<file path="src/rtl/demux_pkg.sv">
// Shared defaults and types for the buffered 1-to-2 stream demultiplexer.
package demux_pkg;
  localparam int WIDTH_DEF = 4;  // data word width
  localparam int DEPTH_DEF = 2;  // entries per output FIFO (power of two, >= 2)
  localparam int CNT_W_DEF = 8;  // per-output delivery counter width

  typedef logic [WIDTH_DEF-1:0] data_t;
endpackage

</file>
<file path="src/rtl/sync_fifo_slot.sv">
// DEPTH-entry synchronous FIFO used as one output lane of the demultiplexer.
// Ports:
//   clk, rst_n      clock, asynchronous active-low reset (clears storage too)
//   push, push_data write request and word; ignored while full
//   pop             read request; ignored while empty
//   full, empty     registered occupancy flags
//   head_data       word at the read pointer (registered storage only)
module sync_fifo_slot
  import demux_pkg::*;
#(
  parameter int WIDTH = WIDTH_DEF,
  parameter int DEPTH = DEPTH_DEF
) (
  input  logic             clk,
  input  logic             rst_n,
  input  logic             push,
  input  logic [WIDTH-1:0] push_data,
  input  logic             pop,
  output logic             full,
  output logic             empty,
  output logic [WIDTH-1:0] head_data
);
  localparam int PTR_W = $clog2(DEPTH);
  localparam int OCC_W = PTR_W + 1;

  logic [WIDTH-1:0] mem_q [DEPTH];
  logic [WIDTH-1:0] mem_d [DEPTH];
  logic [PTR_W-1:0] wr_ptr_q, wr_ptr_d;
  logic [PTR_W-1:0] rd_ptr_q, rd_ptr_d;
  logic [OCC_W-1:0] count_q, count_d;
  logic             do_push;
  logic             do_pop;

  assign full      = (count_q == OCC_W'(DEPTH));
  assign empty     = (count_q == '0);
  assign head_data = mem_q[rd_ptr_q];

  // Guards make the FIFO safe on its own; the top never pushes when full.
  assign do_push = push && !full;
  assign do_pop  = pop && !empty;

  always_comb begin
    mem_d    = mem_q;
    wr_ptr_d = wr_ptr_q;
    rd_ptr_d = rd_ptr_q;
    count_d  = count_q;
    if (do_push) begin
      mem_d[wr_ptr_q] = push_data;
      wr_ptr_d        = wr_ptr_q + 1'b1;  // DEPTH is a power of two: natural wrap
    end
    if (do_pop) begin
      rd_ptr_d = rd_ptr_q + 1'b1;
    end
    case ({do_push, do_pop})
      2'b10:   count_d = count_q + 1'b1;
      2'b01:   count_d = count_q - 1'b1;
      default: count_d = count_q;
    endcase
  end

  // State register: storage is cleared on reset so head_data reads 0.
  always_ff @(posedge clk or negedge rst_n) begin
    if (!rst_n) begin
      mem_q    <= '{default: '0};
      wr_ptr_q <= '0;
      rd_ptr_q <= '0;
      count_q  <= '0;
    end else begin
      mem_q    <= mem_d;
      wr_ptr_q <= wr_ptr_d;
      rd_ptr_q <= rd_ptr_d;
      count_q  <= count_d;
    end
  end
endmodule

</file>
<file path="src/rtl/demux_1to2_4bit_buf.sv">
// Buffered 1-to-2 stream demultiplexer: each accepted word is steered by
// in_sel into one of two independent FIFOs with their own valid/ready ports.
// Ports:
//   clk, rst_n                 clock, asynchronous active-low reset
//   in_data/in_sel/in_valid    input word, route select, valid
//   in_ready                   depends only on in_sel and registered full flags
//   outN_data/valid/ready      head word, non-empty flag, consumer accept
//   cnt0, cnt1                 words delivered per output, wrapping
module demux_1to2_4bit_buf
  import demux_pkg::*;
#(
  parameter int WIDTH = WIDTH_DEF,
  parameter int DEPTH = DEPTH_DEF,
  parameter int CNT_W = CNT_W_DEF
) (
  input  logic             clk,
  input  logic             rst_n,
  input  logic [WIDTH-1:0] in_data,
  input  logic             in_sel,
  input  logic             in_valid,
  output logic             in_ready,
  output logic [WIDTH-1:0] out0_data,
  output logic             out0_valid,
  input  logic             out0_ready,
  output logic [WIDTH-1:0] out1_data,
  output logic             out1_valid,
  input  logic             out1_ready,
  output logic [CNT_W-1:0] cnt0,
  output logic [CNT_W-1:0] cnt1
);
  logic             full0, full1;
  logic             empty0, empty1;
  logic             accept;
  logic             push0, push1;
  logic             pop0, pop1;
  logic [CNT_W-1:0] cnt0_q, cnt0_d;
  logic [CNT_W-1:0] cnt1_q, cnt1_d;

  // No dependence on in_valid or outN_ready: no ready-to-ready path.
  assign in_ready = in_sel ? !full1 : !full0;
  assign accept   = in_valid && in_ready;
  assign push0    = accept && !in_sel;
  assign push1    = accept &&  in_sel;

  assign out0_valid = !empty0;
  assign out1_valid = !empty1;
  assign pop0       = out0_valid && out0_ready;
  assign pop1       = out1_valid && out1_ready;

  sync_fifo_slot #(.WIDTH(WIDTH), .DEPTH(DEPTH)) u_fifo0 (
    .clk       (clk),
    .rst_n     (rst_n),
    .push      (push0),
    .push_data (in_data),
    .pop       (pop0),
    .full      (full0),
    .empty     (empty0),
    .head_data (out0_data)
  );

  sync_fifo_slot #(.WIDTH(WIDTH), .DEPTH(DEPTH)) u_fifo1 (
    .clk       (clk),
    .rst_n     (rst_n),
    .push      (push1),
    .push_data (in_data),
    .pop       (pop1),
    .full      (full1),
    .empty     (empty1),
    .head_data (out1_data)
  );

  always_comb begin
    cnt0_d = cnt0_q;
    cnt1_d = cnt1_q;
    if (pop0) cnt0_d = cnt0_q + 1'b1;
    if (pop1) cnt1_d = cnt1_q + 1'b1;
  end

  // Delivery counters.
  always_ff @(posedge clk or negedge rst_n) begin
    if (!rst_n) begin
      cnt0_q <= '0;
      cnt1_q <= '0;
    end else begin
      cnt0_q <= cnt0_d;
      cnt1_q <= cnt1_d;
    end
  end

  assign cnt0 = cnt0_q;
  assign cnt1 = cnt1_q;
endmodule

</file>
<file path="config.mk">
export PLATFORM = sky130hd
export DESIGN_NAME = demux_1to2_4bit_buf
export DESIGN_NICKNAME = d
export VERILOG_FILES = /design/src/rtl/demux_pkg.sv /design/src/rtl/sync_fifo_slot.sv /design/src/rtl/demux_1to2_4bit_buf.sv
export SDC_FILE = /design/constraint.sdc
export NUM_CORES = 1
export LEC_CHECK = 0
export CORE_MARGIN = 10
export CORE_UTILIZATION = 45
export DETAILED_ROUTE_END_ITERATION = 8
export GPL_ROUTABILITY_DRIVEN = 0
export PLACE_DENSITY = 0.71
export SYNTH_ARGS = -nofsm -noshare
export SYNTH_HDL_FRONTEND = slang
export SYNTH_HIERARCHICAL = 1
export SYNTH_SLANG_ARGS = --single-unit
</file>
<file path="constraint.sdc">
create_clock -name clk -period 2.2 [get_ports clk]
set_clock_uncertainty 0.2 [all_clocks]
set_input_delay 0.44 -clock clk [delete_from_list [all_inputs] [get_ports clk]]
set_output_delay 0.44 -clock clk [all_outputs]
set_load 0.1 [all_outputs]
</file>
### After elaboration in Yosys (flattened, before gate mapping)

Cells that the tools add are included.

| cells by class | value |
|---|---|
| $add $sub $neg | 10 |
| magnitude comparators | 6 |
| equal/unequal tests | 6 |
| mux-type cells | 15 |
| bitwise logic cells | 4 |
| reductions and logical operators | 20 |

Operators by type and width:

| operator | number |
|---|---|
| 4-bit 2-to-1 mux | 8 |
| 8-bit by 1-bit adder with 8-bit output (second input constant) | 2 |
| 8-bit bitwise mux | 2 |
| 1-bit logical AND | 11 |
| 4-bit demux with 1-bit select | 2 |
| 2-bit equality test (second input constant) | 4 |
| 2-bit >= comparator (second input constant) | 4 |
| 1-bit NOT with 2-bit output | 4 |
| 2-bit one-hot mux with 2 select lines | 2 |
| 1-bit zero test | 5 |
| 1-bit adder (second input constant) | 4 |
| 2-bit by 1-bit adder with 2-bit output (second input constant) | 2 |
| 2-bit by 1-bit equality test with 1-bit output (second input constant) | 2 |
| 2-bit zero test | 2 |
| 2-bit by 1-bit < comparator with 1-bit output (second input constant) | 2 |
| 2-bit nonzero test | 2 |
| 2-bit by 1-bit subtractor with 2-bit output (second input constant) | 2 |
| 1-bit 2-to-1 mux | 1 |

| word-level totals | value |
|---|---|
| register bits | 40 |
| input bits | 10 |
| output and inout port bits | 27 |
| logic and storage cells | 73 |

### Depth between registers and ports, before layout

Gate-level depths: netlist of run 1.

| depth | value |
|---|---|
| depth after elaboration | 8 |
| gate-level depth with buffers | 8 |
| depth with buffers taken out | 8 |

### By module

Netlist of run 1, hierarchy kept.

By module, submodules not included:

| module | times used | cells each | area an instance (um^2) | seq. area each (um^2) |
|---|---|---|---|---|
| sync_fifo_slot | 2 | 39 | 556.8 | 300.3 |
| demux_1to2_4bit_buf | 1 | 61 | 728.2 | 400.4 |

### Worst setup path before layout of run 1

No wires, ideal clock.

| timing | value |
|---|---|
| path kind | register to output |
| start point | reg u_fifo1.count_q[0] |
| end point | out in_ready |
| data arrival time | 2.131 ns |
| data required time | 1.560 ns |
| path slack | -0.571 ns |
| stages on the path, launching flop included | 4 |
| buffers on the path | 0 |
| path through | dfrtp_1 -> nand2b_4 -> inv_2 -> mux2i_1 |

| between the ends | value |
|---|---|
| longest elaborated chain between the ends | 3 |

RTL lines:

| element | line | source |
|---|---|---|
| from (decl) | sync_fifo_slot.sv:30 | `logic [OCC_W-1:0] count_q, count_d;` |
| from (signal assigned) | sync_fifo_slot.sv:72 | `count_q <= count_d;` |
| 2-bit equality test | sync_fifo_slot.sv:34 | `assign full = (count_q == OCC_W'(DEPTH));` |
| net full1 | demux_1to2_4bit_buf.sv:31 | `logic full0, full1;` |
| 1-bit zero test | demux_1to2_4bit_buf.sv:40 | `assign in_ready = in_sel ? !full1 : !full0;` |
| 1-bit 2-to-1 mux | demux_1to2_4bit_buf.sv:40 |  |
| to (decl) | demux_1to2_4bit_buf.sv:21 | `output logic in_ready,` |

The timed path passes the listed nets, and every way through them passes these cells.

### Worst setup path in the final report of run 1

| timing | value |
|---|---|
| start point | in in_sel |
| end point | out in_ready |

| between the ends | value |
|---|---|
| longest elaborated chain between the ends | 1 |

RTL lines:

| element | line | source |
|---|---|---|
| from (decl) | demux_1to2_4bit_buf.sv:19 | `input logic in_sel,` |
| 1-bit 2-to-1 mux | demux_1to2_4bit_buf.sv:40 |  |

No other way between the ends.

==> metrics.csv, run 1 <==
stage,metric,value,unit
outcome,status,"complete, but fails checks",
outcome,violations,hold timing,
clock_tree,cts_max_level,2,
routing,post_drt_wl_per_cell,15.0,µm
logic_synthesis,synthTopCellsByCount,"40 x dfrtp_1, 26 x mux2_2, 18 x xnor2_1, 7 x nand2_1",
placed_design,post-dp-hpwl,2830,µm
logic_synthesis,synth_nets,153,
placed_design,dpl_cell_area,2490,µm²
clock_tree,ctsResizeCount,0,
logic_synthesis,synthCells,139,
clock_tree,root_buffer,clkbuf_8,
routing,num_vias,1168,
timing,tightest_slew,0.479,ns
floorplanning,rows,23,
clock_tree,hold_buffers,0,
floorplanning,fp.dieH,84.0,µm
timing,setup_viol_count_final,0,
global_routing,grt_util_all_layers,0.104,
final_layout,syn_to_final_growth,40.8,%
logic_synthesis,ys_types,21,
final_layout,stdcell_count,236,
setup_path,r2r_slack,0.20,ns
setup_path,rr_worst_depth,5,
global_routing,antenna_found_initial,0,
routing,vias_per_cell,4.95,
logic_synthesis,yosys.area.top_type,dfrtp_1,
final_layout,finalInstanceArea,2590,µm²
setup_path,reg2reg_from,u_fifo0/count_q[0],
logic_synthesis,yosys-top-cells-area,"dfrtp_1 54%, mux2_2 16%, xnor2_1 8.6%",
clock_tree,cts_made_buffers,5,
floorplanning,fp.dieW,84.0,µm
clock_tree,cts_tree,built,
final_layout,n_antenna_cell,0,
setup_path,worstSetupStartpointType,input port,
clock_tree,clk_pin_slew_worst_paths,0.07,ns
timing,fmax,461,MHz
logic_synthesis,yosys_warnings,6,
global_routing,grt_max_degree,41,
final_layout,multi_input_area,821,µm²
routing,drcViolationCount,0,
setup_path,endpoint_kind,output port,
clock_tree,clock_latency,0.28,ns
setup_path,path_class,input port to output port,
min_path,hp-class,input port to async pin,
clock_tree,cts.path.max_buffers,2,
logic_synthesis,synth_most_common_cell,dfrtp_1,
setup_path,r2r-end,u_fifo0/mem_q[4],
final_layout,regArea,1000,µm²
logic_synthesis,synth_top_area_frac,0.543,
routing,wirelength,3530,µm
global_routing,grt_pass1_vias,1263,
logic_synthesis,synth_edf_count,0,
global_routing,grt_pass1_wl,6120,µm
final_layout,fill_cells,300,
routing,drtIter0Drc,40,
logic_synthesis,syn_area,1840,µm²
clock_tree,cts_sinks,40,
final_layout,fin_nets,199,
logic_synthesis,synth-seq-cells,40,
final_layout,drive_gt1_frac,0.398,
placed_design,numPlacedInstances,228,
logic_synthesis,synth_ff_type,dfrtp_1,
logic_synthesis,post_synth.cell_area_avg,13.3,µm²
timing,slew_headroom,0.681,
timing,layout_min_cycle_time,2.17,ns
timing,rsz0062_at_grt,no,
flow_run,drv_cap,0,
floorplanning,core-area,3970,µm²
setup_path,cp_data_required_time,1.56,ns
timing,hold_violations,6,
floorplanning,io-pin-count,37,
timing,post-route-period-util,0.985,
placed_design,numPortBuffers,36,
logic_synthesis,async_flop_share,1.00,
timing,slew_viol_final,0,
setup_path,arrival,1.53,ns
floorplanning,start_util,0.464,
logic_synthesis,synth-seq-area-share,0.543,
setup_path,worstPathMaxFanout,3,
routing,ant_nets,0,
global_routing,grt_overflow,0,
floorplanning,dieArea,7050,µm²
clock_tree,cts_setup_buffers,0,
routing,drt-pass1-iter-count,4,
timing,hold_ws,-0.00403,ns
flip-flops by register name (all words and copies together) (netlist names):
name	count
cnt0	8
cnt1	8
u_fifo0/count_q	2
u_fifo0/mem_q	8
u_fifo0/rd_ptr_q	1
u_fifo0/wr_ptr_q	1
u_fifo1/count_q	2
u_fifo1/mem_q	8
u_fifo1/rd_ptr_q	1
u_fifo1/wr_ptr_q	1
routing by layer:
layer	wire, µm	GRT usage
met1	1570	0.127
met2	1750	0.162
met3	192	0.0352
met4	21	0.0457
met5	0	0
critical path: stages:
cell             delay [ns]
clkdlybuf4s50_1        0.51
buf_4                  0.14
mux2i_4                0.24
buf_12                 0.20
layout make-up:
type / count / area share
Sequential cell: 40 / 0.386
Timing Repair Buffer: 42 / 0.225
Clock inverter: 2 / 0.0135
Multi-Input combinational cell: 91 / 0.316
Clock buffer: 6 / 0.0280
Inverter: 5 / 0.00724
Tap cell: 50 / 0.0241
cell usage in the layout, fill, tap and decap left out, drive strengths merged, types with 3 or more instances in the layout:
cell / instances
clkbuf: 6
nor2: 6
nor2b: 4
xor2: 6
nand2: 7
nand4: 6
ha: 4
mux2: 26
nor3b: 3
dfrtp: 40
buf: 34
inv: 5
xnor2: 18
and3: 4
clkdlybuf4s50: 8
stage by stage:
stage | setup WS, ns | utilization | hold slack (ns) | setup TNS (ns)
finish | 0.0327 | 0.653 | -0.00403 | 0
global route | 0.00404 | 0.653 | 0.0314 | 0
CTS | 0.0222 | 0.653 | 0.0118 | 0
detailed placement | -0.0613 | 0.626 | 0.291 | -0.341
global placement | -0.0305 | 0.626 | 0.262 | -0.0978
floorplan | 0.0935 | - | -0.0556 | 0
cells by family (layout without fill, tap and decap cells):
group	Yosys count	after routing	share of synthesized area
xor gates and xnor gates	24	24	0.114
adders and majority gates	4	4	0.0272
buffers and inverters	8	55	0.0177
DFF	40	40	0.543
muxes	27	27	0.164
and+or+nand+nor	36	36	0.133
worst max path at each step:
stage	from	endpoint	slack [ns]	cells after the start
global placement	in_valid	u_fifo0/count_q[1]	-0.03	6
floorplan	cnt0[0]	cnt0[7]	0.09	3
global route	in_sel	in_ready	0.004	4
CTS	in_sel	in_ready	0.02	4
detailed placement	in_valid	u_fifo0/count_q[1]	-0.06	6
finish	in_sel	in_ready	0.03	4
Power of run 1 is not shown: default switching activity piles up to over one toggle a cycle in this logic, so the estimate is an artifact.
==> inputs of run 2 (changes only) <==
--- a/config.mk
+++ b/config.mk
@@ -6,10 +6,10 @@
 export NUM_CORES = 1
 export LEC_CHECK = 0
 export CORE_MARGIN = 10
-export CORE_UTILIZATION = 45
+export CORE_UTILIZATION = 40
 export DETAILED_ROUTE_END_ITERATION = 8
 export GPL_ROUTABILITY_DRIVEN = 0
-export PLACE_DENSITY = 0.71
+export SETUP_SLACK_MARGIN = 0.2
 export SYNTH_ARGS = -nofsm -noshare
 export SYNTH_HDL_FRONTEND = slang
 export SYNTH_HIERARCHICAL = 1
==> run 2 against run 1 <==
Effect of this change: the flow now finishes without violations; sequential share of layout area decreased by 0.20 points; clock-buffer cell count unchanged; first-iteration DRC count increased by 43%; cell area increased by 1.8%; fmax increased by 12%; via count increased by 2.8%; global-route usage decreased by 0.10 points; critical endpoint unchanged; largest cell class unchanged; highest routed layer unchanged.
==> metrics.csv, run 2 (synthesis gave the netlist of run 1 again) <==
stage,metric,value,unit,change
floorplanning,fp.dieH,87.9,µm,was 84.0 µm
setup_path,path_class,register to output port,,was input port to output port
setup_path,r2r-end,u_fifo0/count_q[1],,was u_fifo0/mem_q[4]
setup_path,reg2reg_from,u_fifo0/count_q[1],,was u_fifo0/count_q[0]
timing,fmax,515,MHz,was 461 MHz
final_layout,stdcell_count,241,,was 236
clock_tree,cts_sinks,40,,unchanged
final_layout,fill_cells,357,,was 300
timing,tightest_slew,0.520,ns,was 0.479 ns
final_layout,n_antenna_cell,0,,unchanged
clock_tree,cts.path.max_buffers,2,,unchanged
final_layout,layout_commonest_cell,dfrtp_1,,unchanged
floorplanning,io-pin-count,37,,unchanged
placed_design,place_worst_setup_slack,-0.0566,ns,was -0.0613 ns
clock_tree,cts_max_level,2,,unchanged
timing,setup_viol_count_final,0,,unchanged
final_layout,regArea,1010,µm²,was 1000 µm²
routing,wirelength,3790,µm,was 3530 µm
routing,ant_nets,0,,unchanged
clock_tree,clk_pin_slew_worst_paths,0.08,ns,was 0.07 ns
routing,num_vias,1201,,was 1168
clock_tree,root_buffer,clkbuf_8,,unchanged
timing,hold_violations,0,,was 6
timing,rsz0062_at_grt,yes,,was no
global_routing,grt_overflow,0,,unchanged
floorplanning,dieArea,7720,µm²,was 7050 µm²
final_layout,fin_nets,202,,was 199
setup_path,r2r_slack,0.32,ns,was 0.20 ns
setup_path,cp_data_required_time,1.56,ns,about the same
global_routing,grt_util_all_layers,0.103,,was 0.104
floorplanning,fp.dieW,87.9,µm,was 84.0 µm
final_layout,multi_input_area,828,µm²,was 821 µm²
floorplanning,rows,24,,was 23
global_routing,grt_pass1_wl,6310,µm,was 6120 µm
global_routing,grt_max_degree,23,,was 41
setup_path,worstPathMaxFanout,4,,was 3
setup_path,endpoint_kind,output port,,unchanged
placed_design,numPlacedInstances,231,,was 228
routing,vias_per_cell,4.98,,was 4.95
outcome,status,"finished, final reports clean",,"was complete, but fails checks"
timing,setup_ws,0.258,ns,was 0.0327 ns
clock_tree,clock_latency,0.28,ns,about the same
final_layout,finalInstanceArea,2640,µm²,was 2590 µm²
flow_run,drv_cap,0,,unchanged
routing,drt-pass1-iter-count,2,,was 4
setup_path,worstSetupStartpointType,register,,was input port
setup_path,crit_path_start,u_fifo1/count_q[0],,was in_sel
timing,slew_viol_final,0,,unchanged
final_layout,drive_gt1_frac,0.466,,was 0.398
setup_path,rr_worst_depth,9,,was 5
floorplanning,core-area,4410,µm²,was 3970 µm²
routing,post_drt_wl_per_cell,15.7,µm,was 15.0 µm
placed_design,post-dp-hpwl,2990,µm,was 2830 µm
floorplanning,start_util,0.417,,was 0.464
timing,tns,0,ns,unchanged
final_layout,syn_to_final_growth,43.3,%,was 40.8%
timing,slew_headroom,0.653,,was 0.681
placed_design,dpl_cell_area,2510,µm²,was 2490 µm²
timing,post-route-period-util,0.883,,was 0.985
setup_path,endpoint,in_ready,,unchanged
global_routing,grt_pass1_vias,1312,,was 1263
final_layout,mostFrequentLayoutCells,"30 x dfrtp_1, 26 x mux2_2, 20 x buf_12",,"was 40 x dfrtp_1, 26 x mux2_2, 20 x buf_12"
min_path,hp-class,register to register,,was input port to async pin
routing,drtIter0Drc,57,,was 40
routing,drcViolationCount,0,,unchanged
clock_tree,cts_tree,built,,unchanged
clock_tree,cts_made_buffers,5,,unchanged
timing,layout_min_cycle_time,1.94,ns,was 2.17 ns
global_routing,antenna_found_initial,0,,unchanged
setup_path,arrival,1.30,ns,was 1.53 ns
placed_design,numPortBuffers,36,,unchanged
-- run 2: changes by cell type in the layout (fill, tap and decap cells not counted) --
cell,before,now
dlygate4sd3_1,0,1
clkdlybuf4s50_1,8,7
dfrtp_2,0,10
nor3b_2,0,1
dlygate4sd2_1,0,1
nor3b_1,1,0
nor2_1,6,5
dfrtp_1,40,30
nor2_2,0,1
buf_4,13,15
-- run 2: layer usage --
layer  vias up  GRT usage  routed length (µm)
met2        27      0.167                1900
met4         0     0.0406                  46
li1        569          -                   -
met5         -          0                   0
met3         7     0.0529                 312
met1       598      0.112                1530
-- run 2: worst min-delay path by stage --
stage	from	endpoint	slack, ns	cells after the start
final	cnt0[7]	cnt0[7]	0.30	1
after global routing	cnt0[5]	cnt0[5]	0.30	1
after floorplan	rst_n	cnt0[0]	-0.06	0
after global placement	rst_n	u_fifo1/mem_q[0]	0.23	1
after detailed placement	rst_n	u_fifo1/mem_q[0]	0.24	1
after CTS	cnt1[7]	cnt1[7]	0.30	1
-- run 2: what timing repair did --
item / in CTS / in global routing
hold endpoints to repair: 21 / 0
resized for setup: 1 / 4
setup endpoints to repair: 2 / 12
setup buffers: 1 / 0
cloned: 0 / 0
hold buffers: 1 / 0
-- run 2: per-stage QoR --
stage          hold WS (ns)  utilization
2_1_floorplan       -0.0556            -
3_3_place_gp          0.231        0.568
3_5_place_dp          0.245        0.568
4_1_cts               0.296        0.596
5_1_grt               0.305        0.598
6_report              0.297        0.598
-- run 2: worst max-delay path, cell delays in order (launching register included) --
cell,delay (ns)
dfrtp_1,0.43
nand2b_4,0.17
inv_2,0.07
mux2i_4,0.16
buf_12,0.19
-- run 2: cell type report --
class	count	area share
flip-flops and latches	40	0.384
multi-input cells	91	0.314
repair buffers	45	0.230
clock buffers	6	0.0275
well taps	52	0.0246
clock inverters	2	0.0133
inverters	5	0.00711
Power of run 2 is left out for the same reason.
